**src/rtl/clock_divider_multi.sv**
```systemverilog
// Multi-channel programmable clock divider with glitch-free divisor updates.
// Each channel emits a 50% square wave plus a one-cycle toggle strobe.
module clock_divider_multi #(
    parameter int CHANNELS    = 4,
    parameter int CNT_W       = 28,
    parameter int DEFAULT_DIV = 100000000
) (
    input  logic                                            clk_in,
    input  logic                                            reset,
    input  logic [CHANNELS-1:0]                             en,
    input  logic                                            sync,
    input  logic                                            div_wr,
    input  logic [$clog2(CHANNELS > 1 ? CHANNELS : 2)-1:0]  div_sel,
    input  logic [CNT_W-1:0]                                div_data,
    output logic [CHANNELS-1:0]                             clk_out,
    output logic [CHANNELS-1:0]                             tick,
    output logic [CHANNELS-1:0]                             div_pending
);

    localparam int SEL_W = $clog2(CHANNELS > 1 ? CHANNELS : 2);
    localparam logic [CNT_W-1:0] DEF = CNT_W'(DEFAULT_DIV);

    for (genvar g = 0; g < CHANNELS; g++) begin : g_ch
        logic [CNT_W-1:0] cnt_q, cnt_d;
        logic [CNT_W-1:0] act_q, act_d;
        logic [CNT_W-1:0] shd_q, shd_d;
        logic             pend_q, pend_d;
        logic             clk_q, clk_d;
        logic             tick_q, tick_d;
        logic             hit;
        logic             term;

        // Out-of-range selects never match any channel index.
        assign hit  = div_wr && (div_data != '0) && (div_sel == SEL_W'(g));
        assign term = (cnt_q == act_q - CNT_W'(1));

        always_comb begin
            cnt_d  = cnt_q;
            act_d  = act_q;
            shd_d  = shd_q;
            pend_d = pend_q;
            clk_d  = clk_q;
            tick_d = 1'b0;
            if (sync) begin
                cnt_d  = '0;
                clk_d  = 1'b0;
                pend_d = 1'b0;
                if (hit) begin
                    act_d = div_data;
                    shd_d = div_data;
                end else if (pend_q) begin
                    act_d = shd_q;
                end
            end else if (!en[g]) begin
                if (hit) begin
                    act_d  = div_data;
                    shd_d  = div_data;
                    cnt_d  = '0;
                    pend_d = 1'b0;
                end
            end else if (term) begin
                cnt_d  = '0;
                clk_d  = ~clk_q;
                tick_d = 1'b1;
                pend_d = 1'b0;
                // A write in the terminal cycle takes over the next period.
                if (hit) begin
                    act_d = div_data;
                    shd_d = div_data;
                end else if (pend_q) begin
                    act_d = shd_q;
                end
            end else begin
                cnt_d = cnt_q + CNT_W'(1);
                if (hit) begin
                    shd_d  = div_data;
                    pend_d = 1'b1;
                end
            end
        end

        always_ff @(posedge clk_in) begin
            if (!reset) begin
                cnt_q  <= '0;
                act_q  <= DEF;
                shd_q  <= DEF;
                pend_q <= 1'b0;
                clk_q  <= 1'b0;
                tick_q <= 1'b0;
            end else begin
                cnt_q  <= cnt_d;
                act_q  <= act_d;
                shd_q  <= shd_d;
                pend_q <= pend_d;
                clk_q  <= clk_d;
                tick_q <= tick_d;
            end
        end

        assign clk_out[g]     = clk_q;
        assign tick[g]        = tick_q;
        assign div_pending[g] = pend_q;
    end

endmodule
```
**config.mk**
```make
export PLATFORM = sky130hd
export DESIGN_NAME = clock_divider_multi
export DESIGN_NICKNAME = d
export VERILOG_FILES = /design/src/rtl/clock_divider_multi.sv
export SDC_FILE = /design/constraint.sdc
export NUM_CORES = 1
export LEC_CHECK = 0
export CAP_MARGIN = 5
export CELL_PAD_IN_SITES_DETAIL_PLACEMENT = 0
export CELL_PAD_IN_SITES_GLOBAL_PLACEMENT = 1
export CORE_ASPECT_RATIO = 1.5
export CORE_UTILIZATION = 53
export CTS_BUF_LIST = sky130_fd_sc_hd__clkbuf_4
export DETAILED_ROUTE_END_ITERATION = 8
export GPL_ROUTABILITY_DRIVEN = 0
export GPL_TIMING_DRIVEN = 0
export PLACE_DENSITY_LB_ADDON = 0.05
export REMOVE_ABC_BUFFERS = 1
export SYNTH_ARGS = -nofsm -noshare
export SYNTH_HDL_FRONTEND = slang
export SYNTH_SLANG_ARGS = --single-unit
```
**constraint.sdc**
```tcl
create_clock -name clk_in -period 12 [get_ports clk_in]
set_input_delay 2.4 -clock clk_in [delete_from_list [all_inputs] [get_ports clk_in]]
set_output_delay 2.4 -clock clk_in [all_outputs]
set_load 0.05 [all_outputs]
```
; Yosys cells after proc, flatten, opt, wreduce, memory -nomap -nowiden
; Index checks and enable logic that the tools add are counted.
[totals]
register_bits = 348
latchBits = 0
ram_bits = 0
rom_bits = 0
input_bits = 38
output_inout_bits = 12
memories = 0
[classes]
add_sub_neg = 8
multipliers = 0
n_div = 0
magnitude_cmp = 0
eq_ne = 11
shifts = 0
muxes = 56
bitwise_logic = 9
n_reduce_logical = 36
[ops]
columns = cell, count
row1 = $mux 28, 36
row2 = $add 28x1->28 const B, 4
row3 = $eq 28x28->1, 4
row4 = $sub 28x1->28 const B, 4
row5 = $reduce_bool 28->1, 1
row6 = $reduce_and 2->1, 12
row7 = $mux 1, 20
row8 = $reduce_bool 2->1, 8
row9 = $ne 3x1->1 const B, 4
row10 = $reduce_bool 3->1, 4
row11 = $reduce_or 3->1, 4
row12 = $not 1->1, 9
row13 = $logic_and 1x1->1, 5
row14 = $eq 2x2->1 const B, 2
row15 = $eq 2x1->1 const B, 1
row16 = $logic_not 2->1, 1
row17 = $reduce_or 2->1, 1

; Logic depth before layout (Yosys ltp)
[logic_depth]
word_depth = 7
mapped_depth = 14
depth_no_buf = 11

; Worst setup path after synthesis
; OpenSTA, ideal clock, no wires.
[synth_path]
path_kind = input to register
startpoint = input port div_data[12]
endpoint = register g_ch[3].act_q[15]
arrival_ns = 4.679
t_required_ns = 11.878
slack_ns = 7.199
cell_stages = 12
path_cell_list = clkbuf_1 > nor4_1 > nand4_1 > o21ai_1 > nor2_1 > and2_1 > clkbuf_1 > nor2_1 > clkbuf_1 > buf_1 > a21oi_1 > a221o_1
[synth_between]
elab_chain_cells = 7
[synth_lines]
columns = element, line
row1 = start: declaration, 14  ; input logic [CNT_W-1:0] div_data,
row2 = $reduce_bool 28->1 (*), 34  ; assign hit = div_wr && (div_data != '0) && (div_sel == SEL_W'(g));
row3 = $logic_and 1x1->1 (*) (2 in a row), 34
row4 = $mux 28, "48, 67"
row5 = $mux 28, 61  ; end else if (term) begin
row6 = $mux 28, 54  ; end else if (!en[g]) begin
row7 = $mux 28, 44  ; if (sync) begin
row8 = end signal: assignment, 92  ; act_q <= act_d;
row9 = end: declaration, 25  ; logic [CNT_W-1:0] act_q, act_d;
; Every way passes the cells marked *; elsewhere a longest branch is shown, timed or not. The select of a mux whose other input is x is not followed.
; A chain may end at the register's enable or synchronous reset.

; Worst setup path in the final report
[layout_path]
startpoint = input port div_data[16]
endpoint = register g_ch[0].act_q[8]
[layout_between]
elab_chain_cells = 7
[layout_lines]
columns = element, line
row1 = $reduce_bool 28->1 (*), 34
row2 = $logic_and 1x1->1 (*) (2 in a row), 34
row3 = $mux 28, "48, 67"
row4 = $mux 28, 61
row5 = $mux 28, 54
row6 = $mux 28, 44
row7 = end signal: assignment, 92
row8 = end: declaration, 25
; Marks and branches as above.

==> results.md <==
- Maximum VDD drop: 0.00009290 V
- Antenna-violating nets left: 0
- Rel. slew slack: 13.63%
- Clock Latency Late Sink: 780 ps
- TritonCTS Buffers: 90
- Vias/cell: a little under 6
- Post-route core utilization: 57.83%
- Initial drt markers: between 1,000 and 1,500
- Asr flop ratio synth: 0%
- Die ar.: 0.03887 mm2
- Inst Count DP: 2,900
- Sequential cell area fraction in the yosys report: 34.53%
- Most common cell after layout, fill and taps aside: nand2_1
- TritonCTS clock tree: built
- CP endpoint kind: flip-flop
- Die Width: 161.3 um
- Hold Path Class: reg -> reg
- Post-CTS setup buffers: 0
- Synth area leader: dfxtp_1
- Fin crit period: about 6000 ps
- DRC viols: 0
- RSZ-0062 raised after global routing: false
- Cell variety after synth: 81
- Top cell type's share of synthesized area: 34.53%
- Worst r2r src: g_ch[1].act_q[0]
- Total GRT Usage: 28.48%
- Final std cells w/o fill: 3,048
- Skew final: 39.11 ps
- Hold path start: g_ch[0].shd_q[2]
- Least-Margin Pin Slew: 1296 ps
- Vias in the first global route: 16,910
- H-tree depth: 3
- Top_reg_cell synth: dfxtp_1
- Leakage: 7.539 nW
- Synthesis-to-layout area growth: 7.640%
- Peak Freq: around 170 MHz
- Req. time, crit path: about 13,000 ps
- CP max FO: 44
- Die Ht: approximately 240 um
- Final WS setup: 6080 ps
- Final period utilization: 49.33%
- GRT Residual Overflow: 0
- CTS sink count: roughly 350
- PortBufs: 49
- Final Total Pwr: 2.590 mW
- First-pass GRT wire length: 88.67 mm
- Std-Cell Rows: 87
- Multi-input logic area: ~0.012 mm2
- Routed len/inst: 18.18 um
- IO Count: 50
- First-pass iteration count of the detailed router: 5
- Cells after synthesis: 2,572
- R2r endpoint: g_ch[1].act_q[19]
- Max-Cap Viols: 0
- CTS max path bufs: 3
- Commonest non-fill, non-tap cells in the layout: 456 x nand2_1, 344 x dfxtp_1, 219 x nor2_1
- Area contributors post-synth: dfxtp_1 35%, nand2_1 8.5%, mux2i_1 6.9%
- Number of hold buffers added after cts: 0
- Share of layout cells above drive strength 1: 8.131%
- R2R Setup Slk: 7350 ps
- Critical path arrival: 6530 ps
- Vias: about 18,000
- Hold Fails Final Rpt: 0
- Power density cells: 119.3 mW/mm2
- Largest net degree at the start of global routing: 184
- Ys Warns: 0
- Reg2reg path depth: 11
- Post-CTS sizing: 0
- WS Path Type: in -> reg
- Final setup viols: 0
- HPWL after detailed placement: 36.84 mm
- CP startpoint kind: primary input
- Fill count: ~3,500
- Post-synthesis sequential element count: 348
- Sequential Area: 0.006972 mm2
- Antenna violations before repair: 2
- Layout Nets: 2,549
- Netlist Area Pre-Place: 0.02018 mm2
- Hold Crit Depth: 2
- Min-Delay Endpoint: g_ch[0].shd_q[2]
- Final slew viol count: 0
- Outcome: finished, final reports clean
- Core area: 0.03755 mm2
- Worst-path clk slew: 60 ps
- Starting density of the core: 53.73%
- Place WS: 5371 ps
- Mean area per synthesized cell: 7.845 um2
- Hold WS: 465.7 ps
- Clock root buffer master: clkbuf_4
- Post-Route WL: ~55 mm
- Number of synthesized flops with an enable pin: 0
==> worst max-delay path: stages <==
cell and delay (ps):
clkdlybuf4s50_1 770, nor4_1 420, nand4_1 140, o21ai_1 470, or3_1 1050, nor2_1 100, or2_2 320, a21o_2 500
mux2i_1 260, nand2_1 60
==> synthesized netlist by cell type (5+ instances only) <==
cell	number
buf_4	16
and4_1	10
nand3_1	126
a22oi_1	6
or2_2	6
o21ai_1	12
ha_1	8
a31oi_1	12
xnor2_1	123
o41ai_1	5
o2111ai_1	34
o31ai_1	7
a221o_1	13
or3_1	27
nand4_1	65
and2_1	8
buf_6	8
a21o_1	6
nor3_1	59
buf_2	18
nor2_1	223
a211oi_1	9
nand2_1	457
buf_1	8
nand2b_1	17
a21oi_1	57
and3_1	26
mux2_2	8
nand3b_1	5
clkbuf_2	8
nor4_1	47
mux2i_1	140
o211ai_1	77
or4_1	25
inv_1	35
o21ai_0	73
dfxtp_1	348
xor2_1	112
a21boi_0	78
clkbuf_1	171
nor2b_1	6
==> sequential cells by signal (all words and copies together), names as in the netlist <==
name,cells
g_ch.shd_q,112
g_ch.cnt_q,112
g_ch.pend_q,4
g_ch.clk_q,4
g_ch.tick_q,4
g_ch.act_q,112
==> cell families after synthesis <==
family / synth area share (%)
buffers and inverters: 5.668
DFF: 34.53
xor gates and xnor gates: 10.20
AOI/OAI and AO/OA: 15.05
muxes: 7.392
adders and majority gates: 0.4961
and+or+nand+nor: 26.67
==> layer usage <==
layer	part of all wire, %	up-vias	track usage [%]
li1	-	8953	-
met1	44	8625	35.54
met2	48	424	47.56
met3	4.2	128	3.712
met4	4.3	2	15.52
met5	0.027	-	0
==> area by class of cell <==
cell class / instances / share of cell area [%]
Antenna cell: 1 / 0.01152
Tap cell: 489 / 2.817
Clock buffer: 131 / 4.528
Multi-Input combinational cell: 1960 / 55.83
Inverter: 35 / 0.6049
Sequential cell: 348 / 32.10
Clock inverter: 16 / 0.2823
Timing Repair Buffer: 68 / 3.825
==> where the power goes <==
| part | switching (mW) | total, mW | internal, mW |
|---|---|---|---|
| clock network | 0.491 | 0.984 | 0.493 |
| registers | 0.0596 | 1.26 | 1.20 |
| logic | 0.212 | 0.350 | 0.138 |
| total | 0.762 | 2.59 | 1.83 |
==> metrics by stage <==
step           TNS [ps]  instance area [um2]
2_1_floorplan         0                19160
3_3_place_gp    -244610                20270
3_5_place_dp          0                20670
4_1_cts               0                21720
5_1_grt               0                21720
6_report              0                21720
==> worst max-delay path by stage <==
stage | start | end | depth (start not counted)
2_1_floorplan | div_data[15] | g_ch[0].act_q[0] | 7
3_3_place_gp | reset | g_ch[1].cnt_q[18] | 4
3_5_place_dp | div_data[15] | g_ch[0].act_q[20] | 10
4_1_cts | div_data[15] | g_ch[0].act_q[8] | 10
5_1_grt | div_data[14] | g_ch[0].act_q[8] | 10
6_report | div_data[16] | g_ch[0].act_q[8] | 10
Power figures use the tool's default switching activity.
==> patch (config.mk and constraints unchanged) <==
`CHANNELS`: 4 -> 2.
--- a/src/rtl/clock_divider_multi.sv
+++ b/src/rtl/clock_divider_multi.sv
@@ -1,7 +1,7 @@
 // Multi-channel programmable clock divider with glitch-free divisor updates.
 // Each channel emits a 50% square wave plus a one-cycle toggle strobe.
 module clock_divider_multi #(
-    parameter int CHANNELS    = 4,
+    parameter int CHANNELS    = 2,
     parameter int CNT_W       = 28,
     parameter int DEFAULT_DIV = 100000000
 ) (
Interface: changed (5 resized); port bits go from 50 to 41. The function was not compared with the original's and may differ.
==> patch against the unedited design <==
- sequential cell count fell by 174
- final area fell by 49%
- first-iteration DRC count fell by 62%
- critical path depth fell by 1
- combinational power fell by 46%
- clock power fell by 64%
- power fell by 55%
- final cell count fell by 49%
- worst setup slack improved by 150 ps
- area after synthesis fell by 49%
- largest cell class unchanged
- routed wire length fell by 53%
==> patch: results (changes against the unedited design) <==
Leakage dissipation: 3.61 nW (was 7.54 nW). The class of the worst hold path was reg -> reg (unchanged). The total half-perimeter wirelength after legalization and detailed placement is 18,900 um (was 36,800 um), and the share of the synthesized area in compound gates (AO/OA/AOI/OAI) is 17.9% (was 15.1%).

The DRC violation total after the first TritonRoute iteration was 513 (was 1,342); the adder and majority cell fraction of the synthesized area was 0.488% (was 0.496%). The post-detailed-placement cell area came out at 10,700 um2 (was 20,700 um2). Largest registers in the final layout: g_ch.act_q: 56 flops, g_ch.cnt_q: 56 flops, g_ch.shd_q: 56 flops (was g_ch.act_q: 112 flops, g_ch.cnt_q: 112 flops, g_ch.shd_q: 112 flops). The parity-gate share of the synthesized area counting xor and xnor cells is 9.05% (was 10.2%). The logs give 33.9% (was 34.5%) for the share of the yosys chip area belonging to registers and 26,100 um (was 55,400 um) for the final routed wirelength across all metal layers. List of most frequent post-synthesis cells: sky130_fd_sc_hd__nand2_1, sky130_fd_sc_hd__dfxtp_1, sky130_fd_sc_hd__nor2_1 (unchanged).

The initial antenna violation count was 1 (was 2). The run gives 1,317 (was 2,549) as the final-stage net count. The number of distinct library cells after synthesis was 78 (was 81); the number of buffers created by CTS was 17 (was 90). The mean area per synthesized cell was 7.85 um2 (was 7.84 um2); the number of vias per cell was 5.89 (was 5.95). The flow ran to the end, and the final reports show no timing, DRC or antenna violations.

The arrival time of the worst setup path came out at 6200 ps (was 6530 ps). The number of cells after detailed placement was 1,515 (was 2,900); the clock latency at the later pin of the worst-skew pair was 590 ps (was 780 ps). For the non-filler instance count after layout, the log shows 1,548 (was 3,048). The highest cell delay on the worst timing path was 670 ps (was 1050 ps). The mux share of post-synthesis cell area was 6.77% (was 7.39%). Biggest fanout along the worst timing path: 29 (was 44). The proportion of layout cells with a drive suffix above 1 came out at 6.51% (was 8.13%). The run gives 4 (was 3) as the H-tree depth reported by CTS.

The largest vdd supply drop was 61.6 uV (was 92.9 uV). The wire length of the first global-routing pass is 42,200 um (was 88,700 um). The count of filler cells inserted in the layout was 1,873 (was 3,547); the largest net degree at the start of global routing was 88 (was 184). The logs give 5550 ps (was 5370 ps) for the pre-CTS worst setup slack and 8,223 (was 16,906) for the number of global-route vias before repair.

The logs give 22.6 ps (was 39.1 ps) for the final setup skew and 27.1% (was 28.5%) for the combined global-route utilization of all metal layers. The run gives 24.1% (was 13.6%) as the relative slew slack. Top post-synthesis cells by area: sky130_fd_sc_hd__dfxtp_1, sky130_fd_sc_hd__nand2_1, sky130_fd_sc_hd__mux2i_1 (unchanged).
[patch: changes by cell type after synthesis, moves of 28 or more]
cell,unedited run,this run
sky130_fd_sc_hd__dfxtp_1,348,174
sky130_fd_sc_hd__o2111ai_1,34,6
sky130_fd_sc_hd__a21boi_0,78,32
sky130_fd_sc_hd__clkbuf_1,171,59
sky130_fd_sc_hd__nand3_1,126,63
sky130_fd_sc_hd__xor2_1,112,55
sky130_fd_sc_hd__nand4_1,65,21
sky130_fd_sc_hd__nor2_1,223,128
sky130_fd_sc_hd__nand2_1,457,182
sky130_fd_sc_hd__o211ai_1,77,35
sky130_fd_sc_hd__mux2i_1,140,66
sky130_fd_sc_hd__nor3_1,59,27
sky130_fd_sc_hd__xnor2_1,123,51
[patch: layout make-up]
cell class	count	area [um2]	share of cell area, %
sequential	174	3490	31.6
antenna	1	2.50	0.0227
tap	256	320	2.90
clock inverter	12	145	1.31
multi-input combinational	1022	6330	57.3
inverter	14	52.6	0.476
timing repair buffer	49	563	5.10
clock buffer	20	150	1.36
[patch: critical path, delay by kind of cell]
kind | cells | cell delay, ps
and+or+nand+nor | 4 | 1620
AOI/OAI and AO/OA | 3 | 1360
buffers and inverters | 2 | 810
[patch: cell families after synthesis]
kind of cell	Yosys count
AOI/OAI and AO/OA	287
xor gates and xnor gates	106
adders and majority gates	4
buffers and inverters	111
DFF	174
muxes	68
and+or+nand+nor	557
[patch: path summary, 6_finish.rpt]
| path | startpoint | end | slack [ps] | depth (start not counted) |
|---|---|---|---|---|
| max | div_data[22] | g_ch[1].act_q[26]$_SDFFE_PN1P_ | 6230 | 9 |
| min | g_ch[1].shd_q[5]$_SDFFE_PN0P_ | g_ch[1].shd_q[5]$_SDFFE_PN0P_ | 470 | 2 |
| max reg2reg | g_ch[1].act_q[2]$_SDFFE_PN0P_ | g_ch[1].cnt_q[1]$_SDFFE_PP0P_ | 8140 | 9 |
| min reg2reg | g_ch[1].shd_q[5]$_SDFFE_PN0P_ | g_ch[1].shd_q[5]$_SDFFE_PN0P_ | 470 | 2 |
[patch: layer usage]
metal	vias up	global-route usage, %	wire length [um]
met5	-	0	0
met4	0	12.4	978
met3	60	3.82	758
met2	178	48.3	13300
met1	4279	31.7	11100
li1	4606	-	-
[patch: power breakdown]
group | switching (mW) | leakage (nW) | internal [mW]
clock network | 0.207 | 0.159 | 0.149
logic | 0.112 | 2.03 | 0.0785
registers | 0.0293 | 1.42 | 0.599
total | 0.348 | 3.61 | 0.827
